==> src/rtl/bank_wl_sequencer.sv <==
`default_nettype none
// ============================================================================
//  Module   : bank_wl_sequencer
//  Purpose  : Initiator side of the bank word-line interface. Steps through
//             a burst of rows and, for each row, runs three phases: select
//             setup, word-line pulse and recovery. The decoder registers
//             `sel` on an edge and then gates with `WL_enable`, so `sel`
//             stays frozen from one edge before the pulse until RECOV_CYC
//             cycles after it.
//  Revision : 1.0 - initial release
// ============================================================================
module bank_wl_sequencer #(
  parameter int ADDR_W    = 10,
  parameter int SETUP_CYC = 1,
  parameter int PULSE_CYC = 2,
  parameter int RECOV_CYC = 1
) (
  input  logic              clk,
  input  logic              rst,
  input  logic              req_valid,
  output logic              req_ready,
  input  logic [ADDR_W-1:0] req_row,
  input  logic [ADDR_W-1:0] req_len,
  input  logic              abort,
  output logic [ADDR_W-1:0] sel,
  output logic              WL_enable,
  output logic              busy,
  output logic [ADDR_W-1:0] cur_row,
  output logic              done,
  output logic              aborted
);

  // The phase counter only has to reach the longest phase length minus one.
  localparam int CNT_MAX = (SETUP_CYC > PULSE_CYC)
                         ? ((SETUP_CYC > RECOV_CYC) ? SETUP_CYC : RECOV_CYC)
                         : ((PULSE_CYC > RECOV_CYC) ? PULSE_CYC : RECOV_CYC);
  localparam int CNT_W   = (CNT_MAX > 1) ? $clog2(CNT_MAX) : 1;

  localparam logic [CNT_W-1:0] SETUP_LAST = CNT_W'(SETUP_CYC - 1);
  localparam logic [CNT_W-1:0] PULSE_LAST = CNT_W'(PULSE_CYC - 1);
  localparam logic [CNT_W-1:0] RECOV_LAST = CNT_W'(RECOV_CYC - 1);

  typedef enum logic [1:0] {
    IDLE  = 2'd0,
    SETUP = 2'd1,
    PULSE = 2'd2,
    RECOV = 2'd3
  } state_t;

  state_t              state;
  logic [CNT_W-1:0]    phase_cnt;
  logic [ADDR_W-1:0]   rows_left;
  // Remembers that this burst was cut short, so the final `done` reports it.
  logic                abort_seen;

  // cur_row is simply the registered select, exported under a second name.
  assign cur_row = sel;

  // Sequencer FSM: all outputs are registered here, none depend combinationally on inputs.
  always_ff @(posedge clk or posedge rst) begin
    if (rst) begin
      state      <= IDLE;
      phase_cnt  <= '0;
      rows_left  <= '0;
      abort_seen <= 1'b0;
      sel        <= '0;
      WL_enable  <= 1'b0;
      busy       <= 1'b0;
      done       <= 1'b0;
      aborted    <= 1'b0;
      req_ready  <= 1'b0;
    end else begin
      // done/aborted are single-cycle strobes.
      done    <= 1'b0;
      aborted <= 1'b0;

      unique case (state)
        IDLE: begin
          req_ready <= 1'b1;
          busy      <= 1'b0;
          WL_enable <= 1'b0;
          // req_ready is itself registered, so the first edge after reset never accepts.
          if (req_valid && req_ready) begin
            sel        <= req_row;
            rows_left  <= req_len;
            phase_cnt  <= '0;
            abort_seen <= 1'b0;
            busy       <= 1'b1;
            req_ready  <= 1'b0;
            state      <= SETUP;
          end
        end

        SETUP: begin
          if (abort) begin
            // Word line is already low; still run a full recovery before ending.
            rows_left  <= '0;
            abort_seen <= 1'b1;
            phase_cnt  <= '0;
            state      <= RECOV;
          end else if (phase_cnt == SETUP_LAST) begin
            phase_cnt <= '0;
            WL_enable <= 1'b1;
            state     <= PULSE;
          end else begin
            phase_cnt <= phase_cnt + 1'b1;
          end
        end

        PULSE: begin
          if (abort) begin
            // Drop the word line at once but keep sel frozen through recovery.
            WL_enable  <= 1'b0;
            rows_left  <= '0;
            abort_seen <= 1'b1;
            phase_cnt  <= '0;
            state      <= RECOV;
          end else if (phase_cnt == PULSE_LAST) begin
            phase_cnt <= '0;
            WL_enable <= 1'b0;
            state     <= RECOV;
          end else begin
            phase_cnt <= phase_cnt + 1'b1;
          end
        end

        RECOV: begin
          if (phase_cnt == RECOV_LAST) begin
            phase_cnt <= '0;
            if ((rows_left != '0) && !abort) begin
              // Row address wraps naturally at the top of the bank.
              sel       <= sel + 1'b1;
              rows_left <= rows_left - 1'b1;
              state     <= SETUP;
            end else begin
              // An abort landing on the very last recovery edge still counts.
              done       <= 1'b1;
              aborted    <= abort_seen | abort;
              abort_seen <= 1'b0;
              rows_left  <= '0;
              busy       <= 1'b0;
              req_ready  <= 1'b1;
              state      <= IDLE;
            end
          end else begin
            phase_cnt <= phase_cnt + 1'b1;
            if (abort) begin
              rows_left  <= '0;
              abort_seen <= 1'b1;
            end
          end
        end

        default: begin
          state <= IDLE;
        end
      endcase
    end
  end

endmodule
`default_nettype wire

==> config.mk <==
export PLATFORM = sky130hd
export DESIGN_NAME = bank_wl_sequencer
export DESIGN_NICKNAME = d
export VERILOG_FILES = /design/src/rtl/bank_wl_sequencer.sv
export SDC_FILE = /design/constraint.sdc
export NUM_CORES = 1
export LEC_CHECK = 0
export CORE_MARGIN = 5
export CORE_UTILIZATION = 45
export CTS_BUF_LIST = sky130_fd_sc_hd__clkbuf_4
export DETAILED_ROUTE_END_ITERATION = 12
export PLACE_DENSITY_LB_ADDON = 0.12
export SYNTH_ARGS = -nofsm -noshare
export SYNTH_HDL_FRONTEND = slang
export SYNTH_SLANG_ARGS = --single-unit
==> constraint.sdc <==
create_clock -name clk -period 6.1 [get_ports clk]
set_input_delay 1.83 -clock clk [delete_from_list [all_inputs] [get_ports clk]]
set_output_delay 1.83 -clock clk [all_outputs]
set_load 0.1 [all_outputs]
## Word-level counts from Yosys, hierarchy flattened

Cells that the tools add are included.

| cells by class | value |
|---|---|
| shifts and indexed selects | 0 |
| divide/modulo/power cells | 0 |
| eq/ne operators | 12 |
| add/sub/neg operators | 3 |
| reduce and logical (&&, ||, !) cells | 13 |
| bitwise logic cells | 1 |
| multiplexer cells | 45 |
| multipliers | 0 |
| $lt $le $gt $ge | 0 |

Operators by type and width:

| cell | count |
|---|---|
| 10-bit two-way mux | 7 |
| 10-bit one-hot mux with 3 select lines | 1 |
| 1-bit two-way mux | 24 |
| 10-bit one-hot mux with 2 select lines | 1 |
| 2-bit two-way mux | 6 |
| 2-bit != test, second input constant | 6 |
| 4-bit AND reduction | 3 |
| 10-bit by 1-bit adder with 10-bit output, second input constant | 1 |
| 10-bit nonzero test | 1 |
| 10-bit by 1-bit subtractor with 10-bit output, second input constant | 1 |
| 3-bit != test, second input constant | 3 |
| 2-bit one-hot mux with 4 select lines | 1 |
| 1-bit one-hot mux with 3 select lines | 2 |
| 2-bit equality test, second input constant | 2 |
| 1-bit one-hot mux with 2 select lines | 2 |
| 1-bit one-hot mux with 4 select lines | 1 |
| 3-bit AND reduction | 1 |
| 3-bit nonzero test | 1 |
| 2-bit by 1-bit equality test with 1-bit output, second input constant | 1 |
| 1-bit logical AND | 2 |
| 2-bit logical NOT | 1 |
| 2-bit AND reduction | 1 |
| 2-bit nonzero test | 1 |
| 2-bit OR reduction | 1 |
| 3 further kinds | 3 |

| storage, ports and cells | value |
|---|---|
| RAM bits | 0 |
| memories kept | 0 |
| memory bits (read-only) | 0 |
| register bits | 29 |
| output and inout port bits | 25 |
| bits in latches | 0 |
| bits of input ports | 24 |

## Depth between registers and ports, before layout

Gate-level depths: netlist of run 1.

| logic depth | value |
|---|---|
| word-level depth | 5 |
| depth in mapped cells | 8 |
| gate-level depth less buffers | 6 |

## Least setup slack after synthesis of run 1

OpenSTA, ideal clock, no wires.

| path | value |
|---|---|
| path type | reg-to-output |
| start | register sel[5], in the netlist cur_row[5] |
| end | output port sel[5] |
| required time | 4.270 ns |
| stages on the path, launching flop included | 2 |
| setup slack | 2.841 ns |
| arrival time | 1.429 ns |
| path through | dfrtp_1 -> buf_4 |

RTL lines:

| what | RTL line | source |
|---|---|---|
| start: declaration | 25 | `output logic [ADDR_W-1:0] sel,` |
| start signal: assignment | 84 | `sel <= req_row;` |
| start signal: assignment | 132 | `sel <= sel + 1'b1;` |

No word-level cell between the ends.

## Worst setup path after layout of run 1

| path | value |
|---|---|
| start | register req_ready |
| end | output port req_ready |

RTL lines:

| what | RTL line | source |
|---|---|---|
| start: declaration | 21 | `output logic req_ready,` |
| start signal: assignment | 71 | `req_ready <= 1'b0;` |
| start signal: assignment | 79 | `req_ready <= 1'b1;` |
| start signal: assignment | 89 | `req_ready <= 1'b0;` |

No word-level cell between the ends.

==> results of run 1 <==
==> stage by stage <==
| step | util | setup slack, ns | hold slack (ns) | instances |
|---|---|---|---|---|
| final | 0.571 | 2.21 | 0.518 | 308 |
| after global routing | 0.571 | 2.12 | 0.560 | 308 |
| after CTS | 0.571 | 2.19 | 0.526 | 308 |
| after detailed placement | 0.558 | 2.16 | 0.503 | 300 |
| after global placement | 0.558 | 2.19 | 0.493 | 300 |
| after floorplan | - | 2.84 | 0.463 | 221 |
==> kinds of logic after synthesis <==
kind of cell               Yosys count
and+or+nand+nor                     69
AOI/OAI and AO/OA                   76
DFF                                 29
adders and majority gates            7
buffers and inverters               35
muxes                                5
==> layer usage <==
layer | share of wire | up-vias
li1 | - | 908
met2 | 0.45 | 59
met5 | 0 | -
met1 | 0.48 | 892
met4 | 0.012 | 0
met3 | 0.050 | 6
==> cell usage after synthesis, types with 2 or more instances <==
cell / instances
dfrtp_1: 29
a21oi_1: 16
nand2_1: 13
nor2_1: 13
inv_1: 12
buf_4: 10
clkbuf_1: 9
nand3_1: 9
o21ai_0: 9
nor3_1: 8
a31oi_1: 7
ha_1: 7
and3_1: 5
a221o_1: 4
a32oi_1: 4
mux2i_1: 4
o31ai_1: 4
a22oi_1: 3
a41oi_1: 3
nand4_1: 3
o21a_1: 3
or3_1: 3
a211oi_1: 2
and4_1: 2
buf_2: 2
nor3b_1: 2
o211a_1: 2
o221a_2: 2
o41ai_1: 2
or3b_2: 2
==> sequential cells by signal, indices dropped and copies added, names as in the netlist <==
signal	flops
WL_enable	1
abort_seen	1
aborted	1
busy	1
cur_row	10
done	1
phase_cnt	1
req_ready	1
rows_left	10
state	2
==> layout make-up <==
| class | instances | area, µm² |
|---|---|---|
| Multi-Input combinational cell | 157 | 1070 |
| Fill cell | 411 | 1840 |
| Sequential cell | 29 | 726 |
| Inverter | 13 | 48.8 |
| Clock inverter | 2 | 10.0 |
| Clock buffer | 6 | 45.0 |
| Timing Repair Buffer | 49 | 488 |
| Tap cell | 52 | 65.1 |
==> how the worst min path moves through the flow <==
stage | from | endpoint | slack (ns)
after global routing | abort_seen | aborted | 0.56
after floorplan | abort_seen | abort_seen | 0.46
after CTS | abort_seen | abort_seen | 0.53
after detailed placement | abort_seen | abort_seen | 0.50
final | abort_seen | abort_seen | 0.52
after global placement | abort_seen | abort_seen | 0.49
==> results.tsv, run 1 <==
metric	value	unit
status	complete, no violations	
post-cts sizing count	0	
slowest cell on the critical path	clkdlybuf4s50_1	
largest family of logic cells by synthesized area	compound AO/OA/AOI/OAI gates	
register area share after synthesis	0.369	
Skew-Pair Late Insertion Delay	0.34	ns
Setup Viol. Count Final	0	
reg2reg setup slack	3.34	ns
Avg WL per Cell	17.1	µm
Final ANT Viol Nets	0	
CP delay by family, top	buffers and inverters	
vias	1865	
Post-Route Setup TNS	0	ns
Seq cells post-synth	29	
Die X	76.1	µm
Primary FF master, synth	dfrtp_1	
M3 GR Usage	0.0449	
dominant cell type by area after synthesis	dfrtp_1	
Bufs and invs on worst path	1	
most common cell after layout, fill and taps aside	clkdlybuf4s50_1	
top-area cell type share of the netlist area	0.369	
Sink Count	29	
post-synthesis xor/xnor area fraction	0	
nets	286	
met1 usage	0.270	
Max-Cap Viols	0	
headroom to the max-slew limit	0.342	
fin crit share	0.638	
CP Launch Type	flop	
P&R area growth vs syn	24.7	%
Core Area	4290	µm²
Placed Instance Area	2390	µm²
clk_skew	0.0111	ns
Starting Density	0.457	
Syn Std Cell Area	1960	µm²
Post-Syn Nets	252	
Reg clk slew, reported paths	0.10	ns
Port Buffers	48	
FMAX	0.257	GHz
antenna violations before repair	0	
fin area	2450	µm²
simple-gate share of the synthesized area	0.189	
first-pass GRT wire length	9150	µm
largest net degree at the start of global routing	30	
ranking of synthesized cells by area	dfrtp_1, ha_1, a21oi_1, buf_4, nand2_1	
clock root buffer	clkbuf_4	
R2R Path End	cur_row[9]	
Ports	49	
depth of the worst hold-timing path	2	
grt ovf	0	
WP data arrival	2.06	ns
total CTS buffers	5	
std cell rows	24	
Slew Viols, Final	0	
Via density	6.06	
detailed placement HPWL	3700	µm
number of global-route vias before repair	1825	
Die H	76.1	µm
start of the worst register-to-register path	state[1]	
RSZ-0062 raised after global routing	no	
GRT Util Overall	0.188	
compound-cell area share of the yosys netlist	0.283	
Reg2Reg Depth	5	
wirelength, routed	5280	µm
Synthesis Warnings	0	
EDFF count, synth	0	
clock buffer depth	2	
antenna cells	0	
WP depth	1	
busiest grt layer	met2	
critical path class	flop to output port	
commonest non-fill, non-tap cells in the layout	clkdlybuf4s50_1, dfrtp_1, a21oi_1	
M2 GR Usage	0.282	
Post-Synth Adder-Cell Area	0.0446	
CP Capture Type	output port	
CP Launch Point	req_ready	
setup bufs post-CTS	0	
Hold Crit Class	flop to flop	
drt pass-1 iters	4	
DRC viols	0	
layout cell share with drive strength beyond 1	0.0742	
Max stage delay on crit path	1.20	ns
hold bufs inserted after CTS	0	
placer congestion estimate	0.816	
die area	5790	µm²
Syn Area/Cell	8.89	µm²
crit-path max FO	10	
CTS H-tree lvls	2	
Final Hold Fails	0	
Initial DRC Count	177	
Netlist cell types	57	
Critical Path, Cell by Cell	clkdlybuf4s50_1	
crit path time final	3.89	ns
measured slew at the worst slew-check pin	0.984	ns
ys async rst share	1.00	
CTS tree	done	
worst setup path end	req_ready	
Synth Instances	221	
worst endpoint required time	4.27	ns
multiplexer share of the synthesized area	0.0261	
Power of run 1 is not shown: default switching activity piles up to over one toggle a cycle in this logic, so the estimate is an artifact.
==> run 2: changes to the inputs <==
Clock period 6.1 ns to 3.3 ns, I/O delays scaled along.
==> results.tsv, run 2 (synthesis results as in run 1) <==
metric	value	unit
status	complete, no violations	
post-cts sizing count	0	
clk_skew	0.0107	ns
Die X	76.1	µm
WP data arrival	2.69	ns
CTS H-tree lvls	2	
GRT Util Overall	0.186	
Sink Count	29	
slack of the critical path	0.837	ns
Starting Density	0.457	
setup bufs post-CTS	0	
largest net degree at the start of global routing	30	
Setup Viol. Count Final	0	
crit path time final	2.46	ns
Hold Crit Class	flop to flop	
most common cell after layout, fill and taps aside	buf_4	
Max stage delay on crit path	0.53	ns
CTS tree	done	
slowest cell on the critical path	or3b_2	
Setup WS pre-CTS	0.511	ns
headroom to the max-slew limit	0.536	
Reg clk slew, reported paths	0.11	ns
Critical Path, Cell by Cell	clkdlybuf4s50_1, or3b_2, nor2_1, nand4_1, o221a_2	
Min Hold Slack	0.514	ns
fin crit share	0.746	
placer congestion estimate	0.847	
die area	5790	µm²
Initial DRC Count	124	
crit-path max FO	6	
antenna cells	0	
Core Area	4290	µm²
drt pass-1 iters	4	
P&R area growth vs syn	24.6	%
hold bufs inserted after CTS	0	
placed instance count	305	
detailed placement HPWL	3850	µm
Post-Route Setup TNS	0	ns
CP delay by family, top	simple AND/OR/NAND/NOR gates	
layout cell share with drive strength beyond 1	0.184	
Port Buffers	48	
Slew Viols, Final	0	
Via density	6.02	
Avg WL per Cell	16.8	µm
number of global-route vias before repair	1796	
vias	1884	
measured slew at the worst slew-check pin	0.695	ns
Die H	76.1	µm
CP Capture Type	flop	
RSZ-0062 raised after global routing	no	
CP Launch Type	primary input	
std cell rows	24	
Max-Cap Viols	0	
worst endpoint required time	3.53	ns
Ports	49	
clock buffer depth	2	
final cell count without fillers	313	
Final Hold Fails	0	
grt ovf	0	
Bufs and invs on worst path	1	
FMAX	0.406	GHz
nets	291	
DRC viols	0	
antenna violations before repair	0	
first-pass GRT wire length	8980	µm
commonest non-fill, non-tap cells in the layout	buf_4, dfrtp_1, clkdlybuf4s50_1	
total CTS buffers	5	
Final ANT Viol Nets	0	
wirelength, routed	5250	µm
clock root buffer	clkbuf_4	
critical path class	primary input to flop	
Skew-Pair Late Insertion Delay	0.34	ns
[run 2: layout make-up]
class                           count  area [µm²]
Timing Repair Buffer               54         463
Inverter                           13        48.8
Tap cell                           52        65.1
Clock inverter                      3        41.3
Sequential cell                    29         726
Fill cell                         402        1850
Clock buffer                        5        37.5
Multi-Input combinational cell    157        1070
[run 2: routing by layer]
layer,global-route usage,wire (µm),up-vias
met5,0,0,-
met4,0.0455,48,0
met3,0.0496,283,6
met2,0.272,2340,46
met1,0.272,2580,914
li1,-,-,918
[run 2: stage by stage]
step / cell area, µm² / utilization
after floorplan: 1960 / -
after global placement: 2370 / 0.552
after detailed placement: 2370 / 0.552
after CTS: 2450 / 0.570
after global routing: 2450 / 0.570
final: 2450 / 0.570
[run 2: final timing paths]
path                              startpoint            to  slack (ns)  cells after the start
worst min register to register    abort_seen    abort_seen        0.51                      2
worst min-delay path              abort_seen    abort_seen        0.51                      2
worst max register to register  rows_left[0]    cur_row[6]        0.99                      6
max in group asynchronous                rst  rows_left[2]        1.99                      3
worst max-delay path                   abort    cur_row[7]        0.84                      5
min in group asynchronous                rst          done        1.02                      3
[run 2: worst register-to-register path: stages, from the launching register on]
cell      delay [ns]
dfrtp_1         0.44
inv_1           0.08
ha_1            0.20
nor3b_1         0.60
nand3_1         0.40
and3b_1         0.28
a211oi_1        0.22
Power of run 2 is left out for the same reason.
